File: config.mk
export PLATFORM = sky130hd
export DESIGN_NAME = led_code_blinker_flat
export DESIGN_NICKNAME = d
export VERILOG_FILES = /design/src/rtl/led_code_blinker_if.sv /design/src/rtl/led_code_blinker.sv /design/src/flat_wrapper.sv
export SDC_FILE = /design/constraint.sdc
export NUM_CORES = 1
export LEC_CHECK = 0
export CORE_MARGIN = 2
export CORE_UTILIZATION = 40
export DETAILED_ROUTE_END_ITERATION = 7
export PLACE_DENSITY_LB_ADDON = 0.25
export SLEW_MARGIN = 20
export SYNTH_ARGS = -nofsm -noshare
export SYNTH_HDL_FRONTEND = slang
export SYNTH_SLANG_ARGS = --single-unit
File: constraint.sdc
create_clock -name Clk -period 2.15 [get_ports Clk]
set_input_delay 0.43 -clock Clk [delete_from_list [all_inputs] [get_ports Clk]]
set_output_delay 0.43 -clock Clk [all_outputs]
set_load 0.02 [all_outputs]
File: src/rtl/led_code_blinker_if.sv
// Blink-code request channel: one code (pulse count + colour) per valid/ready handshake.
interface led_code_blinker_if #(
    parameter int unsigned CW = 4
);
    logic          code_valid;
    logic [CW-1:0] code;
    logic [1:0]    code_color;
    logic          code_ready;

    modport master (
        output code_valid,
        output code,
        output code_color,
        input  code_ready
    );

    modport slave (
        input  code_valid,
        input  code,
        input  code_color,
        output code_ready
    );
endinterface

File: src/rtl/led_code_blinker.sv
// LED code blinker: forwards the flasher heartbeat to the LED pins and, on request,
// overrides it with N pulses of a chosen colour, repeated, then hands the LEDs back.
module led_code_blinker #(
    parameter int unsigned TICK_DIV  = 2660000,
    parameter int unsigned ON_TICKS  = 3,
    parameter int unsigned OFF_TICKS = 3,
    parameter int unsigned GAP_TICKS = 15,
    parameter int unsigned REPEAT    = 2,
    parameter int unsigned CW        = 4
) (
    input  logic                     Clk,
    input  logic                     sys_rst,
    input  logic                     hb_red,
    input  logic                     hb_green,
    input  logic                     code_flush,
    led_code_blinker_if.slave        req,
    output logic                     red,
    output logic                     green,
    output logic                     busy
);

    localparam int unsigned PS_W    = (TICK_DIV > 1) ? $clog2(TICK_DIV) : 1;
    localparam int unsigned MAX_A   = (ON_TICKS > OFF_TICKS) ? ON_TICKS : OFF_TICKS;
    localparam int unsigned MAX_LEN = (MAX_A > GAP_TICKS) ? MAX_A : GAP_TICKS;
    localparam int unsigned PH_W    = (MAX_LEN > 1) ? $clog2(MAX_LEN) : 1;
    localparam int unsigned RP_W    = (REPEAT > 1) ? $clog2(REPEAT) : 1;

    typedef enum logic [2:0] {
        ST_IDLE,
        ST_ON,
        ST_OFF,
        ST_GAP,
        ST_DONE
    } state_t;

    state_t            state_q;
    logic [PS_W-1:0]   ps_q;
    logic [PH_W-1:0]   ph_q;
    logic [CW-1:0]     pulses_q;
    logic [RP_W-1:0]   reps_q;
    logic [CW-1:0]     act_code_q;
    logic [1:0]        act_color_q;
    logic [CW-1:0]     pend_code_q;
    logic [1:0]        pend_color_q;
    logic              pend_full_q;
    logic              red_q;
    logic              green_q;
    logic              busy_q;

    logic              tick_c;
    logic              phase_end_c;
    logic              accept_nz_c;

    assign req.code_ready = !pend_full_q && !code_flush;
    assign tick_c         = (ps_q == PS_W'(TICK_DIV - 1));
    assign phase_end_c    = tick_c && (ph_q == '0);
    assign accept_nz_c    = req.code_valid && req.code_ready && (req.code != '0);

    assign red   = red_q;
    assign green = green_q;
    assign busy  = busy_q;

    // Sequencer: prescaler, phase timing, pulse/repeat counters and the request slots.
    always_ff @(posedge Clk or negedge sys_rst) begin
        if (!sys_rst) begin
            state_q      <= ST_IDLE;
            ps_q         <= '0;
            ph_q         <= '0;
            pulses_q     <= '0;
            reps_q       <= '0;
            act_code_q   <= '0;
            act_color_q  <= '0;
            pend_code_q  <= '0;
            pend_color_q <= '0;
            pend_full_q  <= 1'b0;
            busy_q       <= 1'b0;
        end else begin
            ps_q <= tick_c ? '0 : ps_q + PS_W'(1);
            if (tick_c && (ph_q != '0)) begin
                ph_q <= ph_q - PH_W'(1);
            end

            if (code_flush) begin
                state_q     <= ST_IDLE;
                pend_full_q <= 1'b0;
                busy_q      <= 1'b0;
            end else begin
                case (state_q)
                    ST_IDLE: begin
                        if (accept_nz_c) begin
                            act_code_q  <= req.code;
                            act_color_q <= req.code_color;
                            pulses_q    <= req.code;
                            reps_q      <= RP_W'(REPEAT - 1);
                            ps_q        <= '0;
                            ph_q        <= PH_W'(ON_TICKS - 1);
                            state_q     <= ST_ON;
                            busy_q      <= 1'b1;
                        end
                    end
                    ST_ON: begin
                        if (phase_end_c) begin
                            ph_q    <= PH_W'(OFF_TICKS - 1);
                            state_q <= ST_OFF;
                        end
                    end
                    ST_OFF: begin
                        if (phase_end_c) begin
                            if (pulses_q > CW'(1)) begin
                                pulses_q <= pulses_q - CW'(1);
                                ph_q     <= PH_W'(ON_TICKS - 1);
                                state_q  <= ST_ON;
                            end else begin
                                ph_q    <= PH_W'(GAP_TICKS - 1);
                                state_q <= ST_GAP;
                            end
                        end
                    end
                    ST_GAP: begin
                        if (phase_end_c) begin
                            if (reps_q != '0) begin
                                reps_q   <= reps_q - RP_W'(1);
                                pulses_q <= act_code_q;
                                ph_q     <= PH_W'(ON_TICKS - 1);
                                state_q  <= ST_ON;
                            end else begin
                                state_q <= ST_DONE;
                            end
                        end
                    end
                    ST_DONE: begin
                        // Queued code takes over; a request arriving with the slot
                        // empty starts directly so it cannot strand in the pending slot.
                        if (pend_full_q) begin
                            act_code_q  <= pend_code_q;
                            act_color_q <= pend_color_q;
                            pulses_q    <= pend_code_q;
                            pend_full_q <= 1'b0;
                            reps_q      <= RP_W'(REPEAT - 1);
                            ps_q        <= '0;
                            ph_q        <= PH_W'(ON_TICKS - 1);
                            state_q     <= ST_ON;
                        end else if (accept_nz_c) begin
                            act_code_q  <= req.code;
                            act_color_q <= req.code_color;
                            pulses_q    <= req.code;
                            reps_q      <= RP_W'(REPEAT - 1);
                            ps_q        <= '0;
                            ph_q        <= PH_W'(ON_TICKS - 1);
                            state_q     <= ST_ON;
                        end else begin
                            state_q <= ST_IDLE;
                            busy_q  <= 1'b0;
                        end
                    end
                    default: begin
                        state_q <= ST_IDLE;
                        busy_q  <= 1'b0;
                    end
                endcase

                if (accept_nz_c && ((state_q == ST_ON) || (state_q == ST_OFF) ||
                                    (state_q == ST_GAP))) begin
                    pend_code_q  <= req.code;
                    pend_color_q <= req.code_color;
                    pend_full_q  <= 1'b1;
                end
            end
        end
    end

    // LED drive: heartbeat in IDLE, code colour in ON, dark otherwise (one-cycle latency).
    always_ff @(posedge Clk or negedge sys_rst) begin
        if (!sys_rst) begin
            red_q   <= 1'b1;
            green_q <= 1'b1;
        end else begin
            case (state_q)
                ST_IDLE: begin
                    red_q   <= hb_red;
                    green_q <= hb_green;
                end
                ST_ON: begin
                    red_q   <= !act_color_q[0];
                    green_q <= !act_color_q[1];
                end
                default: begin
                    red_q   <= 1'b1;
                    green_q <= 1'b1;
                end
            endcase
        end
    end

endmodule

File: src/flat_wrapper.sv
// flat-port wrapper written by rule: the top's interface ports become plain ports
module led_code_blinker_flat 
#(
    parameter int unsigned TICK_DIV  = 2660000,
    parameter int unsigned ON_TICKS  = 3,
    parameter int unsigned OFF_TICKS = 3,
    parameter int unsigned GAP_TICKS = 15,
    parameter int unsigned REPEAT    = 2,
    parameter int unsigned CW        = 4
)
  (Clk, sys_rst, hb_red, hb_green, code_flush, red, green, busy, req_code_valid, req_code, req_code_color, req_code_ready);
  led_code_blinker_if #(.CW(CW)) req_i ();
  input  logic Clk;
  input  logic sys_rst;
  input  logic hb_red;
  input  logic hb_green;
  input  logic code_flush;
  output logic red;
  output logic green;
  output logic busy;
  input wire logic [$bits(req_i.code_valid)-1:0] req_code_valid;
  input wire logic [$bits(req_i.code)-1:0] req_code;
  input wire logic [$bits(req_i.code_color)-1:0] req_code_color;
  output wire logic [$bits(req_i.code_ready)-1:0] req_code_ready;
  assign req_i.code_valid = req_code_valid;
  assign req_i.code = req_code;
  assign req_i.code_color = req_code_color;
  assign req_code_ready = req_i.code_ready;
  led_code_blinker #(.TICK_DIV(TICK_DIV), .ON_TICKS(ON_TICKS), .OFF_TICKS(OFF_TICKS), .GAP_TICKS(GAP_TICKS), .REPEAT(REPEAT), .CW(CW)) u_core (.Clk(Clk), .sys_rst(sys_rst), .hb_red(hb_red), .hb_green(hb_green), .code_flush(code_flush), .req(req_i), .red(red), .green(green), .busy(busy));
endmodule
-- After elaboration in Yosys (flattened, before gate mapping)
Cells that the tools add are included.
- bits in registers: 50
- logic and storage cells: 115
- output and inout port bits: 4
- bits of input ports: 12
- equality and inequality tests: 16
- reduce and logical (&&, ||, !) cells: 27
- magnitude comparators: 1
- bitwise operators: 1
- multiplexer cells: 53
- add/subtract/negate cells: 4
- operators by type and width (kind ; count):
    22-bit 2-to-1 mux ; 4
    4-bit 2-to-1 mux ; 17
    22-bit case mux with 2 select lines ; 1
    22-bit by 1-bit adder with 22-bit output, second input constant ; 1
    22-bit == test, second input constant ; 1
    3-bit 2-to-1 mux ; 7
    4-bit case mux with 5 select lines ; 1
    4-bit case mux with 4 select lines ; 1
    3-bit case mux with 5 select lines ; 1
    1-bit 2-to-1 mux ; 12
    3-bit by 2-bit != test with 1-bit output, second input constant ; 4
    4-bit nonzero test ; 3
    2-bit by 1-bit != test with 1-bit output, second input constant ; 5
    4-bit case mux with 2 select lines ; 1
    4-bit AND reduction ; 2
    4-bit by 1-bit subtractor with 4-bit output, second input constant ; 2
    3-bit by 2-bit == test with 1-bit output, second input constant ; 2
    1-bit logical AND ; 6
    2-bit 2-to-1 mux ; 3
    3-bit != test, second input constant ; 2
    1-bit case mux with 3 select lines ; 2
    6-bit AND reduction ; 1
    3-bit nonzero test ; 2
    4-bit by 1-bit > comparator with 1-bit output, second input constant ; 1
    other kinds (14) ; 20

-- Logic depth before layout (Yosys ltp)
- depth after elaboration: 8
- gate-level depth with buffers: 8
- depth with buffers taken out: 8

-- Least setup slack after synthesis
OpenSTA, ideal clock, no wires.
- kind: reg-to-reg
- start point: register u_core.ps_q[11]
- end point: register u_core.ph_q[1]
- path buffers: 0
- data arrival time: 1.834 ns
- setup time: 0.131 ns
- period minus slack after synthesis: 1.965 ns
- data required time: 2.019 ns
- stages on the path, launching flop included: 7
- path slack: 0.185 ns
- path through: dfrtp_1 or4_4 nor4_4 and2_4 and2b_4 mux2i_1 or3_1
- cells in the longest elaborated chain, start to end: 7
- elaborated cells between the ends (all ways): 12
- classes of those cells: 1 x eq/ne; 9 x mux; 2 x reduce/logical
- RTL lines (what ; line ; text):
    start, declared ; led_code_blinker.sv:37 ; logic [PS_W-1:0] ps_q;
    start signal, assigned ; led_code_blinker.sv:78 ; ps_q <= tick_c ? '0 : ps_q + PS_W'(1);
    22-bit == test (*) ; led_code_blinker.sv:55 ; assign tick_c = (ps_q == PS_W'(TICK_DIV - 1));
    1-bit logical AND ; led_code_blinker.sv:79 ; if (tick_c && (ph_q != '0)) begin
    4-bit 2-to-1 mux ; led_code_blinker.sv:79 ;
    4-bit 2-to-1 mux (on tied branches) ; led_code_blinker.sv:90, led_code_blinker.sv:143, led_code_blinker.sv:121 ;
    4-bit 2-to-1 mux (on tied branches) ; led_code_blinker.sv:134, led_code_blinker.sv:120 ;
    4-bit case mux with 5 select lines ; led_code_blinker.sv:88 ; case (state_q)
    4-bit 2-to-1 mux (*) ; led_code_blinker.sv:83 ; if (code_flush) begin
    end signal, assigned ; led_code_blinker.sv:96 ; ph_q <= PH_W'(ON_TICKS - 1);
    end signal, assigned ; led_code_blinker.sv:141 ; ph_q <= PH_W'(ON_TICKS - 1);
    end signal, assigned ; led_code_blinker.sv:149 ; ph_q <= PH_W'(ON_TICKS - 1);
    end, declared ; led_code_blinker.sv:38 ; logic [PH_W-1:0] ph_q;
Every way passes the cells marked *; elsewhere a longest branch is shown, timed or not.
A chain may end at the register's enable or synchronous reset.

-- Worst setup path in the final report
- start point: input port req_code[2]
- end point: register u_core.pulses_q[3]
- cells in the longest elaborated chain, start to end: 5
- RTL lines (what ; line ; text):
    start, declared ; flat_wrapper.sv:22 ; input wire logic [$bits(req_i.code)-1:0] req_code;
    4-bit nonzero test (*) ; led_code_blinker.sv:57 ; assign accept_nz_c = req.code_valid && req.code_ready && (req.code != '0);
    1-bit logical AND (*) ; led_code_blinker.sv:57 ;
    4-bit 2-to-1 mux (*) ; n/a ;
    4-bit 2-to-1 mux ; n/a ;
    4-bit case mux with 4 select lines (*) ; n/a ;
    end signal, assigned ; led_code_blinker.sv:93 ; pulses_q <= req.code;
    end signal, assigned ; led_code_blinker.sv:110 ; pulses_q <= pulses_q - CW'(1);
    end signal, assigned ; led_code_blinker.sv:123 ; pulses_q <= act_code_q;
    end, declared ; led_code_blinker.sv:39 ; logic [CW-1:0] pulses_q;
Marks and branches as above.

==> reports/metrics.yaml <==
place:
  portBuffers: 15
  dp.cells: 388
  dpl.hpwl_um: 4280
  place_ws_ps: -423
  gp_congestion: 0.825
floorplan:
  die_h_um: 85.3
  core_area_um2: 6390
  die_w_um: 85.3
  pin_count: 16
  rows: 29
  initial_core_util: 0.414
  die_area_um2: 7280
grt:
  grt_max_degree: 51
  grt_pass1_wl_um: 10400
  antenna_found_initial: 0
  grt_pass1_vias: 2180
  grt.total_usage: 0.176
  grt_overflow: 0
pwr:
  p_sw_uw: 796
  irDropWorstVdd_v: 0.000421
  p_sw_frac: 0.322
  internal_power_uw: 1670
  clockPowerShare: 0.224
  p_leak_uw: 0.00136
  cellPowerDensity_nw_per_um2: 773
  sequentialPowerShare: 0.535
  p_comb_frac: 0.241
  total_power_uw: 2470
route:
  drc: 0
  drt_wl_total_um: 5880
  vias_per_cell: 5.49
  wl_per_cell_um: 14.9
  ant_nets: 0
  vias: 2176
  firstDrtPassIters: 4
  drtIter0Drc: 145
clock_tree:
  numCtsBuffers: 5
  clk_latency_ps: 300
  clk_pin_slew_worst_paths_ps: 90
  clockBufferDepth: 2
  cts.hold.buffers_added: 0
  cts_tree: "built"
  root_buffer: "clkbuf_8"
  clock-sinks: 50
  h-tree-depth: 2
synth:
  netlist_area_um2: 2650
  synth_edf_count: 0
  yosysTopAreaCellShare: 0.454
  synth-main-ff-cell: "dfrtp_1"
  yosysWarnings: 0
  synth_top_area_cell: "dfrtp_1"
  async_reset_ff_frac: 1.00
  ys_types: 53
  synth-seq-cells: 50
  syn_nets: 296
  synthCells: 280
  ys_seq_area_frac: 0.474
  synthTopCellsByArea: "dfrtp_1 45%, nor2_1 7.1%, xor2_1 4.6%, xnor2_1 3.0%, nand2_1 2.6%"
  synth.avg_cell_area_um2: 9.45
final_layout:
  nFillCells: 589
  diodes: 0
  syn_to_final_growth_pct: 20.8
  final_cell_mix: "49 x nor2_1, 48 x dfrtp_1, 23 x buf_4, 18 x nand2_1, 14 x xor2_1"
  finalNonFillerCells: 396
  mostFrequentLayoutCell: "nor2_1"
  nets: 334
  drive_above_1_share: 0.185
sta:
  min_period_over_period: 0.954
  finalMaxSlewViolations: 0
  fin_crit_ps: 2050
  fmax_mhz: 488
  report.final.setup_viol: 0
  setup_slack_ps: 99.6
  slew_headroom: 0.627
  rsz0062_at_grt: "false"
  tightest_slew_ps: 558
  finalHoldViolations: 0
  fin_skew_ps: 7.15
outcome:
  outcome: "finished, final reports clean"
critical_path:
  rrSetupSlack_ps: 120
  end_kind: "flip-flop"
  start_kind: "input pin"
  r2r-end: "u_core.ph_q[2]"
  critical_path_class: "in -> reg"
  critPathMaxFanout: 6
  arrival_ps: 2270
  worstReg2RegStart: "u_core.ps_q[11]"
  rr_worst_depth: 7
  cp.required_ps: 2370
  crit_start: "req_code[2]"
run:
  maxCapViolCount: 0
min_path:
  min_path_type: "in -> async"
cell families (layout without fill, tap and decap cells):
logic type      Yosys count  in the layout  share of synthesized area
mux                       7              7                     0.0293
flops                    50             50                      0.474
compound gates           54             54                      0.135
xor+xnor                 23             23                     0.0761
simple gates            122            122                      0.238
buf+inv                  20             59                     0.0293
fa+ha+maj                 4              4                     0.0189
metrics by stage:
step	instance area, µm²	TNS, ps	hold WS [ps]	utilization
floorplan	2650	0	134	-
global placement	3060	-5790	441	0.480
detailed placement	3060	-7520	443	0.480
CTS	3160	0	104	0.495
global route	3200	0	97.2	0.500
finish	3200	0	84.1	0.500
synth_stat cells, drive strengths merged, types with 7 or more instances:
master  count
a21oi      13
clkbuf      7
dfrtp      48
inv        11
nand2      18
nand3      13
nor2       50
o21ai      12
xnor2       9
xor2       14
registers in the layout (all words and copies together) (netlist names):
register / cells
u_core.act_code_q: 4
u_core.act_color_q: 2
u_core.busy: 1
u_core.green: 1
u_core.pend_code_q: 4
u_core.pend_color_q: 2
u_core.pend_full_q: 1
u_core.ph_q: 4
u_core.ps_q: 22
u_core.pulses_q: 4
u_core.red: 1
u_core.reps_q: 1
u_core.state_q: 3
power by group through the flow:
stage | Combinational, µW | Sequential [µW] | Clock [µW]
detailed placement | 582 | 1330 | 0
floorplan | 398 | 1290 | 0
CTS | 585 | 1310 | 576
finish | 596 | 1320 | 553
global route | 683 | 1350 | 627
global placement | 567 | 1320 | 0
routing by layer:
metal | GRT usage | wire length (µm) | vias up
li1 | - | - | 1065
met1 | 0.237 | 2710 | 1064
met2 | 0.293 | 2880 | 39
met3 | 0.0321 | 202 | 8
met4 | 0.0476 | 87 | 0
met5 | 0 | 0 | -
timing repair:
| item | CTS | global route |
|---|---|---|
| endpoints found under the setup margin | 3 | 8 |
| pin swaps | 0 | 2 |
| gates resized for setup | 3 | 8 |
| setup buffers | 0 | 0 |
worst max path at each step:
stage,endpoint,slack (ps),cells after the start
detailed placement,u_core.pulses_q[3],-420,7
global placement,u_core.pulses_q[3],-250,7
global route,u_core.ph_q[1],3,7
CTS,u_core.pulses_q[3],60,7
floorplan,u_core.ph_q[1],180,6
finish,u_core.pulses_q[3],100,7
area by class of cell:
cell class	count	area, µm²	area share
multi-input combinational	210	1360	0.425
sequential	50	1250	0.392
timing repair buffer	40	357	0.112
tap	77	96.3	0.0301
clock buffer	5	68.8	0.0215
inverter	11	41.3	0.0129
clock inverter	3	21.3	0.00666
worst max-delay path, stage by stage:
cell and delay (ps):
clkdlybuf4s50_1 510, nor4_1 90, or4b_4 530, buf_4 190
nor3_4 200, a221oi_1 120, o2bb2ai_1 200
(Power assumes the default switching activity.)
